**config.mk**
```make
export PLATFORM = sky130hd
export DESIGN_NAME = fft_peak_finder
export DESIGN_NICKNAME = d
export VERILOG_FILES = /design/src/rtl/fft_pkg.sv /design/src/rtl/fft_window_sum.sv /design/src/rtl/fft_peak_finder.sv
export SDC_FILE = /design/constraint.sdc
export NUM_CORES = 1
export LEC_CHECK = 0
export ABC_AREA = 1
export CAP_MARGIN = 20
export CELL_PAD_IN_SITES_DETAIL_PLACEMENT = 0
export CELL_PAD_IN_SITES_GLOBAL_PLACEMENT = 1
export CORE_ASPECT_RATIO = 1.1
export CORE_MARGIN = 5
export CORE_UTILIZATION = 46
export DETAILED_ROUTE_END_ITERATION = 12
export DONT_BUFFER_PORTS = 1
export GPL_TIMING_DRIVEN = 0
export PLACE_DENSITY_LB_ADDON = 0.1
export SYNTH_ARGS = -nofsm -noshare
export SYNTH_HDL_FRONTEND = slang
export SYNTH_SLANG_ARGS = --single-unit
export TNS_END_PERCENT = 5
```
**constraint.sdc**
```tcl
create_clock -name clk -period 4.5 [get_ports clk]
set_input_delay 1.35 -clock clk [delete_from_list [all_inputs] [get_ports clk]]
set_output_delay 1.35 -clock clk [all_outputs]
set_load 0.05 [all_outputs]
```
**src/rtl/fft_pkg.sv**
```systemverilog
// fft_pkg: shared types and constants for the FFT peak finder.
// Provides the FSM state enum, default widths and the window-sum width helper.
package fft_pkg;

  typedef enum logic [1:0] {
    IDLE,
    ISSUE,
    DRAIN,
    FINISH
  } fft_peak_state_e;

  localparam int FFT_ADDR_W = 10;
  localparam int FFT_DATA_W = 16;

  // data_w + clog2(win_len) + 1
  function automatic int sum_width(input int data_w, input int win_len);
    int b;
    b = 0;
    while ((1 << b) < win_len) b++;
    return data_w + b + 1;
  endfunction

endpackage

```
**src/rtl/fft_window_sum.sv**
```systemverilog
// fft_window_sum: WIN_LEN-deep sample shift register with running sum.
// Ports: clk, rst_n, i_clr, i_valid, i_data -> o_sum, o_full (fill >= WIN_LEN).
module fft_window_sum
  import fft_pkg::*;
#(
  parameter int DATA_W  = FFT_DATA_W,
  parameter int WIN_LEN = 2,
  parameter int SUM_W   = sum_width(DATA_W, WIN_LEN)
) (
  input  logic              clk,
  input  logic              rst_n,
  input  logic              i_clr,
  input  logic              i_valid,
  input  logic [DATA_W-1:0] i_data,
  output logic [SUM_W-1:0]  o_sum,
  output logic              o_full
);

  localparam int FILL_W = $clog2(WIN_LEN + 1);

  logic [DATA_W-1:0] r_win [WIN_LEN];
  logic [SUM_W-1:0]  r_sum;
  logic [FILL_W-1:0] r_fill;
  logic [SUM_W-1:0]  w_in;
  logic [SUM_W-1:0]  w_out;

  assign w_in  = SUM_W'(i_data);
  // oldest sample leaves the window as the new one enters
  assign w_out = SUM_W'(r_win[WIN_LEN-1]);

  always_ff @(posedge clk or negedge rst_n) begin
    if (!rst_n) begin
      r_sum  <= '0;
      r_fill <= '0;
      for (int i = 0; i < WIN_LEN; i++) r_win[i] <= '0;
    end else if (i_clr) begin
      r_sum  <= '0;
      r_fill <= '0;
      for (int i = 0; i < WIN_LEN; i++) r_win[i] <= '0;
    end else if (i_valid) begin
      r_sum    <= r_sum + w_in - w_out;
      r_win[0] <= i_data;
      for (int i = 1; i < WIN_LEN; i++) r_win[i] <= r_win[i-1];
      if (r_fill != FILL_W'(WIN_LEN)) r_fill <= r_fill + FILL_W'(1);
    end
  end

  assign o_sum  = r_sum;
  assign o_full = (r_fill == FILL_W'(WIN_LEN));

endmodule

```
**src/rtl/fft_peak_finder.sv**
```systemverilog
// fft_peak_finder: sweeps RAM buckets cfg_lo..cfg_hi, reports the strongest
// WIN_LEN-wide window. Ports: clk, rst_n, i_start, i_cfg_lo/hi/thresh,
// RAM port o_rd_addr/o_rd_en/i_rd_data, o_busy, o_done, o_peak_bucket/sum/valid.
// Macro FFT_PEAK_SECOND_EN adds o_second_bucket/o_second_sum (runner-up window).
module fft_peak_finder
  import fft_pkg::*;
#(
  parameter int  DATA_W  = FFT_DATA_W,
  parameter int  ADDR_W  = FFT_ADDR_W,
  parameter int  WIN_LEN = 2,
  parameter int  RD_LAT  = 1,
  localparam int SUM_W   = sum_width(DATA_W, WIN_LEN)
) (
  input  logic              clk,
  input  logic              rst_n,
  input  logic              i_start,
  input  logic [ADDR_W-1:0] i_cfg_lo,
  input  logic [ADDR_W-1:0] i_cfg_hi,
  input  logic [SUM_W-1:0]  i_cfg_thresh,
  output logic [ADDR_W-1:0] o_rd_addr,
  output logic              o_rd_en,
  input  logic [DATA_W-1:0] i_rd_data,
  output logic              o_busy,
  output logic              o_done,
  output logic [ADDR_W-1:0] o_peak_bucket,
  output logic [SUM_W-1:0]  o_peak_sum,
`ifdef FFT_PEAK_SECOND_EN
  output logic [ADDR_W-1:0] o_second_bucket,
  output logic [SUM_W-1:0]  o_second_sum,
`endif
  output logic              o_peak_valid
);

  localparam int AW1 = ADDR_W + 1;

  fft_peak_state_e   r_state;
  logic [ADDR_W-1:0] r_hi;
  logic [SUM_W-1:0]  r_thresh;
  logic [ADDR_W-1:0] r_rd_addr;
  logic              r_rd_en;
  logic              r_busy;
  logic              r_done;
  logic [1:0]        r_drain;
  logic [ADDR_W-1:0] r_peak_bucket;
  logic [SUM_W-1:0]  r_peak_sum;
  logic              r_peak_valid;

  logic              r_tag_v [RD_LAT];
  logic [ADDR_W-1:0] r_tag_a [RD_LAT];
  logic              r_cand_v;
  logic [ADDR_W-1:0] r_cand_a;
  logic [SUM_W-1:0]  r_best_sum;
  logic [ADDR_W-1:0] r_best_idx;

  logic [SUM_W-1:0]  w_best_sum_nx;
  logic [ADDR_W-1:0] w_best_idx_nx;
  logic [SUM_W-1:0]  w_win_sum;
  logic              w_win_full;
  logic              w_ret_v;
  logic [ADDR_W-1:0] w_ret_a;
  logic              w_cand;
  logic              w_gt;
  logic              w_last;
  logic              w_pv;

  // widened compare so hi = 2**ADDR_W-1 ends the sweep without wrapping
  assign w_last = (AW1'(r_rd_addr) + AW1'(1)) > AW1'(r_hi);

  // tag pipeline tracks each read until its data returns
  always_ff @(posedge clk or negedge rst_n) begin
    if (!rst_n) begin
      for (int i = 0; i < RD_LAT; i++) begin
        r_tag_v[i] <= 1'b0;
        r_tag_a[i] <= '0;
      end
    end else if (i_start) begin
      for (int i = 0; i < RD_LAT; i++) r_tag_v[i] <= 1'b0;
    end else begin
      r_tag_v[0] <= r_rd_en;
      r_tag_a[0] <= r_rd_addr;
      for (int i = 1; i < RD_LAT; i++) begin
        r_tag_v[i] <= r_tag_v[i-1];
        r_tag_a[i] <= r_tag_a[i-1];
      end
    end
  end

  assign w_ret_v = r_tag_v[RD_LAT-1];
  assign w_ret_a = r_tag_a[RD_LAT-1];

  fft_window_sum #(
    .DATA_W (DATA_W),
    .WIN_LEN(WIN_LEN),
    .SUM_W  (SUM_W)
  ) u_win (
    .clk    (clk),
    .rst_n  (rst_n),
    .i_clr  (i_start),
    .i_valid(w_ret_v),
    .i_data (i_rd_data),
    .o_sum  (w_win_sum),
    .o_full (w_win_full)
  );

  // window sum lands one cycle after its sample; cand tag follows it
  always_ff @(posedge clk or negedge rst_n) begin
    if (!rst_n) begin
      r_cand_v <= 1'b0;
      r_cand_a <= '0;
    end else begin
      r_cand_v <= w_ret_v & ~i_start;
      r_cand_a <= w_ret_a;
    end
  end

  assign w_cand = r_cand_v & w_win_full;
  // strict compare keeps the lowest index on ties
  assign w_gt   = w_cand && (w_win_sum > r_best_sum);

  always_comb begin
    w_best_sum_nx = r_best_sum;
    w_best_idx_nx = r_best_idx;
    if (w_gt) begin
      w_best_sum_nx = w_win_sum;
      w_best_idx_nx = r_cand_a;
    end
  end

  always_ff @(posedge clk or negedge rst_n) begin
    if (!rst_n) begin
      r_best_sum <= '0;
      r_best_idx <= '0;
    end else if (i_start) begin
      r_best_sum <= '0;
      r_best_idx <= '0;
    end else begin
      r_best_sum <= w_best_sum_nx;
      r_best_idx <= w_best_idx_nx;
    end
  end

  assign w_pv = w_best_sum_nx > r_thresh;

  always_ff @(posedge clk or negedge rst_n) begin
    if (!rst_n) begin
      r_state       <= IDLE;
      r_hi          <= '0;
      r_thresh      <= '0;
      r_rd_addr     <= '0;
      r_rd_en       <= 1'b0;
      r_busy        <= 1'b0;
      r_done        <= 1'b0;
      r_drain       <= '0;
      r_peak_bucket <= '0;
      r_peak_sum    <= '0;
      r_peak_valid  <= 1'b0;
    end else begin
      r_done <= 1'b0;
      // FINISH publishes the result; a start here still restarts below
      if (r_state == FINISH) begin
        r_done        <= 1'b1;
        r_busy        <= 1'b0;
        r_state       <= IDLE;
        r_peak_sum    <= w_best_sum_nx;
        r_peak_valid  <= w_pv;
        r_peak_bucket <= w_pv ? w_best_idx_nx : '0;
      end
      if (i_start) begin
        r_hi      <= i_cfg_hi;
        r_thresh  <= i_cfg_thresh;
        r_rd_addr <= i_cfg_lo;
        r_busy    <= 1'b1;
        if (i_cfg_hi < i_cfg_lo) begin
          r_state <= FINISH;
          r_rd_en <= 1'b0;
        end else begin
          r_state <= ISSUE;
          r_rd_en <= 1'b1;
        end
      end else begin
        unique case (r_state)
          ISSUE: begin
            if (w_last) begin
              r_state <= DRAIN;
              r_rd_en <= 1'b0;
              r_drain <= 2'(RD_LAT - 1);
            end else begin
              r_rd_addr <= r_rd_addr + ADDR_W'(1);
            end
          end
          DRAIN: begin
            if (r_drain == '0) r_state <= FINISH;
            else r_drain <= r_drain - 2'd1;
          end
          default: ;
        endcase
      end
    end
  end

  assign o_rd_addr     = r_rd_addr;
  assign o_rd_en       = r_rd_en;
  assign o_busy        = r_busy;
  assign o_done        = r_done;
  assign o_peak_bucket = r_peak_bucket;
  assign o_peak_sum    = r_peak_sum;
  assign o_peak_valid  = r_peak_valid;

`ifdef FFT_PEAK_SECOND_EN
  logic [SUM_W-1:0]  r_sec_sum;
  logic [ADDR_W-1:0] r_sec_idx;
  logic [SUM_W-1:0]  w_sec_sum_nx;
  logic [ADDR_W-1:0] w_sec_idx_nx;
  logic [SUM_W-1:0]  r_second_sum;
  logic [ADDR_W-1:0] r_second_bucket;
  logic              w_far;

  // buckets arrive in increasing order, so cand >= best index
  assign w_far = AW1'(r_cand_a) >= (AW1'(r_best_idx) + AW1'(WIN_LEN));

  always_comb begin
    w_sec_sum_nx = r_sec_sum;
    w_sec_idx_nx = r_sec_idx;
    if (w_gt) begin
      if (w_far) begin
        w_sec_sum_nx = r_best_sum;
        w_sec_idx_nx = r_best_idx;
      end
    end else if (w_cand && w_far && (w_win_sum > r_sec_sum)) begin
      w_sec_sum_nx = w_win_sum;
      w_sec_idx_nx = r_cand_a;
    end
  end

  always_ff @(posedge clk or negedge rst_n) begin
    if (!rst_n) begin
      r_sec_sum <= '0;
      r_sec_idx <= '0;
    end else if (i_start) begin
      r_sec_sum <= '0;
      r_sec_idx <= '0;
    end else begin
      r_sec_sum <= w_sec_sum_nx;
      r_sec_idx <= w_sec_idx_nx;
    end
  end

  always_ff @(posedge clk or negedge rst_n) begin
    if (!rst_n) begin
      r_second_sum    <= '0;
      r_second_bucket <= '0;
    end else if (r_state == FINISH) begin
      r_second_sum    <= w_sec_sum_nx;
      r_second_bucket <= (w_sec_sum_nx > r_thresh) ? w_sec_idx_nx : '0;
    end
  end

  assign o_second_sum    = r_second_sum;
  assign o_second_bucket = r_second_bucket;
`endif

endmodule
```
==> flow_metrics.tcl, run 1 <==
set metrics [dict create \
    syn_area_per_cell_um2 7.87 \
    drc 0 \
    ir_drop_uv 273 \
    clk_pin_slew_worst_paths_ns 0.08 \
    cts-resized-gates 0 \
    syn_inst 1309 \
    fin_crit_sh_pct 82.5 \
    cts_tree "built" \
    p_leak_nw 6.17 \
    synth_area_um2 10300 \
    drt_iter0_drc 566 \
    htree_num_levels 4 \
    synthDominantCellAreaShare_pct 42.7 \
    grt_pass1_vias 7921 \
    crit_top_cell "nand2_1" \
    synth_edf_count 0 \
    antenna_cells 0 \
    port_buffers 0 \
    whs_ns 0.375 \
    dieWidth_um 153 \
    synth_top_family_by_area "simple AND/OR/NAND/NOR gates" \
    area_growth_syn_to_layout_pct 9.75 \
    post-cts-setup-buffers 0 \
    cp_slowest_cell "dfrtp_1" \
    status "finished clean" \
    skew_ns 0.0182 \
    synthTopCellsByArea "dfrtp_1 (43%), nand2_1 (14%), ha_1 (9.6%)" \
    worst_ep_required_time_ns 4.89 \
    maxSlewHeadroom_pct 45.6 \
    core_region_area_um2 22100 \
    rsz0062_at_grt "false" \
    wire_per_inst_um 15.7 \
    finalSetupViolations 0 \
    endpoint_kind "flop" \
    power_density_nw_per_um2 490 \
    hold_viol 0 \
    antenna_found_initial 0 \
    clockBufferDepth 2 \
    synth.distinct_cells 39 \
    die-area_um2 25500 \
    n_fill_cell 2237 \
    synth_compound_area_share_pct 8.27 \
    layout_common_cells "nand2_1 (374), inv_1 (245), dfrtp_1 (176)" \
    maxCapViolCount 0 \
    fp-row-count 57 \
    slowest_delay_ns 0.41 \
    vias_per_cell 4.91 \
    final_cells 1636 \
    layout_commonest_cell "nand2_1" \
    drive_above_1_share_pct 5.67 \
    worst_pin_slew_ns 0.813 \
    synth_top_area_cell "dfrtp_1" \
    fin_nets 1480 \
    root_buffer "clkbuf_16" \
    grt_use_total_pct 20.8 \
    fin_crit_ns 3.71 \
    cp_max_fo 10 \
    grt_first_pass_wirelength_um 42600 \
    start_kind "flop" \
    start_util_pct 46.6 \
    grt_overflow_total 0 \
    max_freq_mhz 269 \
    pin_count 99 \
    dr_total_vias 8036 \
    fin_tns_setup_ns 0 \
    wl_um 25700 \
    synthAdderAreaFrac_pct 12.7 \
    arrival_ns 4.10 \
    die_h_um 167 \
    crit_path_cell_trace "ha_1 > nand2_1 > nor2_1 > nand2_1 > nor2_1 > o21ai_1 > nand3_2 > buf_6 > buf_12 > nand3_2 > nand2_1 > inv_1 > ha_1 > nand2_1 > nor2_1 > nand3_1 > inv_1 > nand2_1 > nand2_1 > nor2_1 > nor2_2 > nand3_1 > nand2_1" \
    clock-sinks 176 \
    critPathKind "flop to flop" \
    hpwlAfterDp_um 19700 \
    grt_max_degree 177 \
    synthFlopType "dfrtp_1" \
    yosysSeqAreaShare_pct 42.7 \
    place_inst 1604 \
    hold_buffers 0 \
    synth_mux_area_share_pct 0 \
    ant_nets 0 \
    ys_async_sr_fraction_pct 100 \
    syn_nets 1461 \
    hold_class "flop to flop" \
    clock_latency_ns 0.44 \
    gp_congestion 0.854 \
    synth_xor_area_share_pct 0.255 \
    drtPass1Iterations 6 \
    numCtsBuffers 17 \
    ys_ff_latch 176 \
    drv_slew 0 \
    yosys.area_share.simple_pct 24.7 \
    yosysWarnings 0 \
]
[final cells by class]
class                           count  area, µm²  area share, %
Clock inverter                     15        210           1.86
Tap cell                          295        369           3.26
Buffer                             40        243           2.15
Clock buffer                       17        425           3.76
Inverter                          246        923           8.16
Sequential cell                   176       4400           38.9
Multi-Input combinational cell    847       4740           41.9
[registers in the layout, summed over array words and instances, names as in the netlist, 2 cells and up]
| name | flops |
|---|---|
| u_win.r_fill | 2 |
| u_win.o_sum | 18 |
| r_state | 2 |
| r_best_idx | 10 |
| o_peak_sum | 18 |
| r_hi | 10 |
| r_thresh | 18 |
| r_cand_a | 10 |
| r_tag_a | 10 |
| u_win.r_win | 32 |
| o_rd_addr | 10 |
| r_drain | 2 |
| o_peak_bucket | 10 |
| r_best_sum | 18 |
[per-stage QoR]
step | cell area [µm²] | power, mW | worst slack, ns | utilization [%]
global route | 11300 | 5.93 | 0.430 | 51.2
CTS | 11300 | 5.58 | 0.814 | 51.2
global placement | 10700 | 3.96 | 0.842 | 48.3
finish | 11300 | 5.54 | 0.786 | 51.2
detailed placement | 10700 | 3.98 | 0.826 | 48.3
floorplan | 10300 | 3.50 | 1.27 | -
[worst paths after layout]
check / end / cells after the start / startpoint / slack [ns]
min: r_cand_a[9] / 0 / r_tag_a[9] / 0.38
max reg2reg: o_peak_bucket[7] / 23 / u_win.o_sum[13] / 0.79
max in group asynchronous: u_win.r_win[23] / 0 / rst_n / 3.59
min reg2reg: r_cand_a[9] / 0 / r_tag_a[9] / 0.38
min in group asynchronous: u_win.r_win[28] / 0 / rst_n / 0.60
max: o_peak_bucket[7] / 23 / u_win.o_sum[13] / 0.79
[routing by layer]
layer / up-vias / GRT usage, % / wire length (µm)
li1: 4120 / - / -
met1: 3740 / 31.4 / 13000
met2: 152 / 30.5 / 11000
met3: 24 / 3.97 / 1240
met4: 0 / 5.77 / 442
met5: - / 0 / 0
[kinds of logic (layout without fill, tap and decap cells)]
group                    count (synthesis)  count (layout)
flip-flops                             176             176
AO/OA/AOI/OAI                          156             156
adder cells (fa/ha/maj)                 95              95
AND/OR/NAND/NOR                        593             593
XOR/XNOR                                 3               3
buffers and inverters                  286             318
[synth_stat cells, types with 2 or more instances]
master    count
nand2_1     374
inv_1       245
dfrtp_1     176
nand3_1      88
nor2_1       85
o21ai_0      80
ha_1         79
a21oi_1      36
clkbuf_1     23
nand3_2      23
o22ai_1      21
fa_1         16
a21o_1        7
buf_6         7
nor3_1        6
buf_1         4
nand3b_1      4
nand4_1       4
buf_2         3
o21ai_1       3
a21boi_0      2
and3_1        2
buf_12        2
nor2_2        2
o21bai_1      2
xor2_1        2
[critical path, delay by kind of cell, from the launching register on]
kind                     cells  cell delay (ns)
adder cells (fa/ha/maj)      2             0.58
flip-flops                   1             0.41
AO/OA/AOI/OAI                1             0.09
buffers and inverters        4             0.45
AND/OR/NAND/NOR             16             2.11
[power by group]
part / internal (mW) / total (mW) / switching (mW)
logic: 0.624 / 1.78 / 1.16
clock network: 0.812 / 1.58 / 0.772
registers: 1.78 / 2.17 / 0.388
No activity file was read; power rests on OpenSTA's default activity.
==> run 2, diff against run 1 <==
==> constraint.sdc (replaced) <==
create_clock -name clk -period 3.6 [get_ports clk]
set_input_delay 1.08 -clock clk [delete_from_list [all_inputs] [get_ports clk]]
set_output_delay 1.08 -clock clk [all_outputs]
set_load 0.05 [all_outputs]
==> run 2 against run 1 <==
Compared with the run above:
- critical path depth shrank 1
- sequential share of layout area shrank 0.18 points
- combinational power is 27% higher
- die area unchanged
- clock skew fell by 0.00069 ns
- via count rose by 0.39%
- first-iteration DRC count rose by 3.2%
- worst setup slack worse by 0.55 ns
- wire length increased by 0.41%
- critical path type unchanged
- largest power group unchanged
==> flow_metrics.tcl, run 2 (same netlist as run 1, synthesis figures left out) <==
set metrics [dict create \
    fin_crit_sh_pct 93.3 \
    worst-path-stages 22 \
    dr_total_vias 8067 \
    pin_count 99 \
    rsz0062_at_grt "false" \
    drtPass1Iterations 5 \
    layout_commonest_cell "nand2_1" \
    fin_crit_ns 3.36 \
    power_density_nw_per_um2 613 \
    skew_ns 0.0175 \
    slowest_delay_ns 0.41 \
    port_buffers 0 \
    core_region_area_um2 22100 \
    ant_nets 0 \
    vias_per_cell 4.93 \
    grt_overflow_total 0 \
    timing.final.ws_setup_ns 0.240 \
    die-area_um2 25500 \
    grt_first_pass_wirelength_um 42600 \
    final_cells 1637 \
    worst_pin_slew_ns 0.809 \
    r2r_cells 22 \
    antenna_found_initial 0 \
    maxCapViolCount 0 \
    p_sw_share_pct 41.9 \
    area_growth_syn_to_layout_pct 10.3 \
    gp_congestion 0.854 \
    crit_path_cell_trace "ha_1 > nand2_1 > nor2_4 > nand2_1 > nor2_1 > o21ai_1 > nand3_2 > buf_8 > buf_12 > nand3_2 > nand2_1 > inv_1 > ha_1 > nand2_1 > a21oi_1 > nor2_1 > a21boi_0 > nor2_2 > nor2_4 > buf_12 > nand3_1 > nand2_1" \
    grt_max_degree 177 \
    start_kind "flop" \
    cp_slowest_cell "dfrtp_1" \
    htree_num_levels 4 \
    power_frac_seq_pct 39.0 \
    place_ws_ns -0.0738 \
    p_total_mw 6.96 \
    max_flop_register "u_win.r_win" \
    cp_max_fo 10 \
    hold_class "input pin to asynchronous set/reset pin" \
    drive_above_1_share_pct 6.11 \
    place_inst 1604 \
    p_leak_nw 6.19 \
    critPathKind "flop to flop" \
    ir_drop_uv 346 \
    path_buf_inv 4 \
    status "finished clean" \
    endpoint_kind "flop" \
    maxSlewHeadroom_pct 45.9 \
    switchingPower_mw 2.92 \
    finalSetupViolations 0 \
    crit_top_cell "nand2_1" \
    layout_common_cells "nand2_1 (374), inv_1 (245), dfrtp_1 (176)" \
    largest_register_ffs 32 \
    whs_ns 0.330 \
    start_util_pct 46.6 \
    antenna_cells 0 \
    worst_ep_required_time_ns 3.94 \
    hold_viol 0 \
    crit_family "simple AND/OR/NAND/NOR gates" \
    internal_power_mw 4.04 \
    wire_per_inst_um 15.8 \
    grt_use_total_pct 20.8 \
    grt_pass1_vias 7921 \
    drt_iter0_drc 584 \
    max_freq_mhz 298 \
    arrival_ns 3.70 \
    timing.rr.end "o_peak_bucket[7]" \
    rrSetupSlack_ns 0.24 \
    drv_slew 0 \
    wl_um 25800 \
    dieWidth_um 153 \
    clock-sinks 176 \
    drc 0 \
    clockBufferDepth 2 \
    cts_tree "built" \
    hpwlAfterDp_um 19700 \
    fin_nets 1481 \
    clkPwrFrac_pct 28.5 \
    fp-row-count 57 \
    pwr-share-comb_pct 32.5 \
    clock_latency_ns 0.44 \
    numCtsBuffers 17 \
    n_fill_cell 2230 \
    timing.rr.start "u_win.o_sum[13]" \
    clk_pin_slew_worst_paths_ns 0.08 \
    root_buffer "clkbuf_16" \
    die_h_um 167 \
]
run 2: what timing repair did:
action | 4_1_cts | 5_1_grt
setup buffers | 0 | 1
resized for setup | 1 | 9
endpoints found under the hold margin | 0 | 0
cloned | 0 | 0
hold buffers | 0 | 0
pin swaps | 0 | 2
endpoints found under the setup margin | 10 | 11
run 2: worst max-delay path by stage:
stage	startpoint	to
final	u_win.o_sum[13]	o_peak_bucket[7]
after global routing	u_win.o_sum[14]	o_peak_bucket[9]
after CTS	u_win.o_sum[13]	o_peak_bucket[7]
after detailed placement	u_win.o_sum[12]	o_peak_bucket[7]
after global placement	u_win.o_sum[13]	o_peak_bucket[7]
after floorplan	i_rd_data[2]	u_win.o_sum[15]
run 2: worst reg2reg max path, delay by kind of cell (launching register included):
kind | cells | cell delay, ns
AO/OA/AOI/OAI | 3 | 0.29
adder cells (fa/ha/maj) | 2 | 0.58
buffers and inverters | 4 | 0.50
flip-flops | 1 | 0.41
AND/OR/NAND/NOR | 13 | 1.49
run 2: power groups by stage:
stage | registers (mW) | clock network (mW) | logic [mW]
6_report | 2.72 | 1.99 | 2.26
5_1_grt | 2.75 | 2.11 | 2.57
4_1_cts | 2.72 | 2.02 | 2.24
3_5_place_dp | 2.76 | 0 | 2.22
3_3_place_gp | 2.75 | 0 | 2.20
2_1_floorplan | 2.68 | 0 | 1.70
run 2: through the flow:
step | TNS [ns] | utilization (%) | cell area [µm²]
after floorplan | 0 | - | 10300
after global placement | -0.350 | 48.3 | 10700
after detailed placement | -0.569 | 48.3 | 10700
after CTS | 0 | 51.2 | 11300
after global routing | 0 | 51.4 | 11400
final | 0 | 51.4 | 11400
run 2: area by class of cell:
cell class	count	area [µm²]	area share (%)
repair buffers	1	20.0	0.176
flip-flops and latches	176	4400	38.8
inverters	246	923	8.13
clock buffers	17	425	3.74
multi-input cells	847	4770	41.9
plain buffers	40	246	2.17
clock inverters	15	210	1.85
well taps	295	369	3.25
run 2: metal layers:
layer  vias up  GRT usage [%]  share of wire, %
met5         -              0                 0
met4         0           5.77               1.7
met3        24           3.97               4.9
met2       180           30.5                43
met1      3742           31.4                50
li1       4121              -                 -
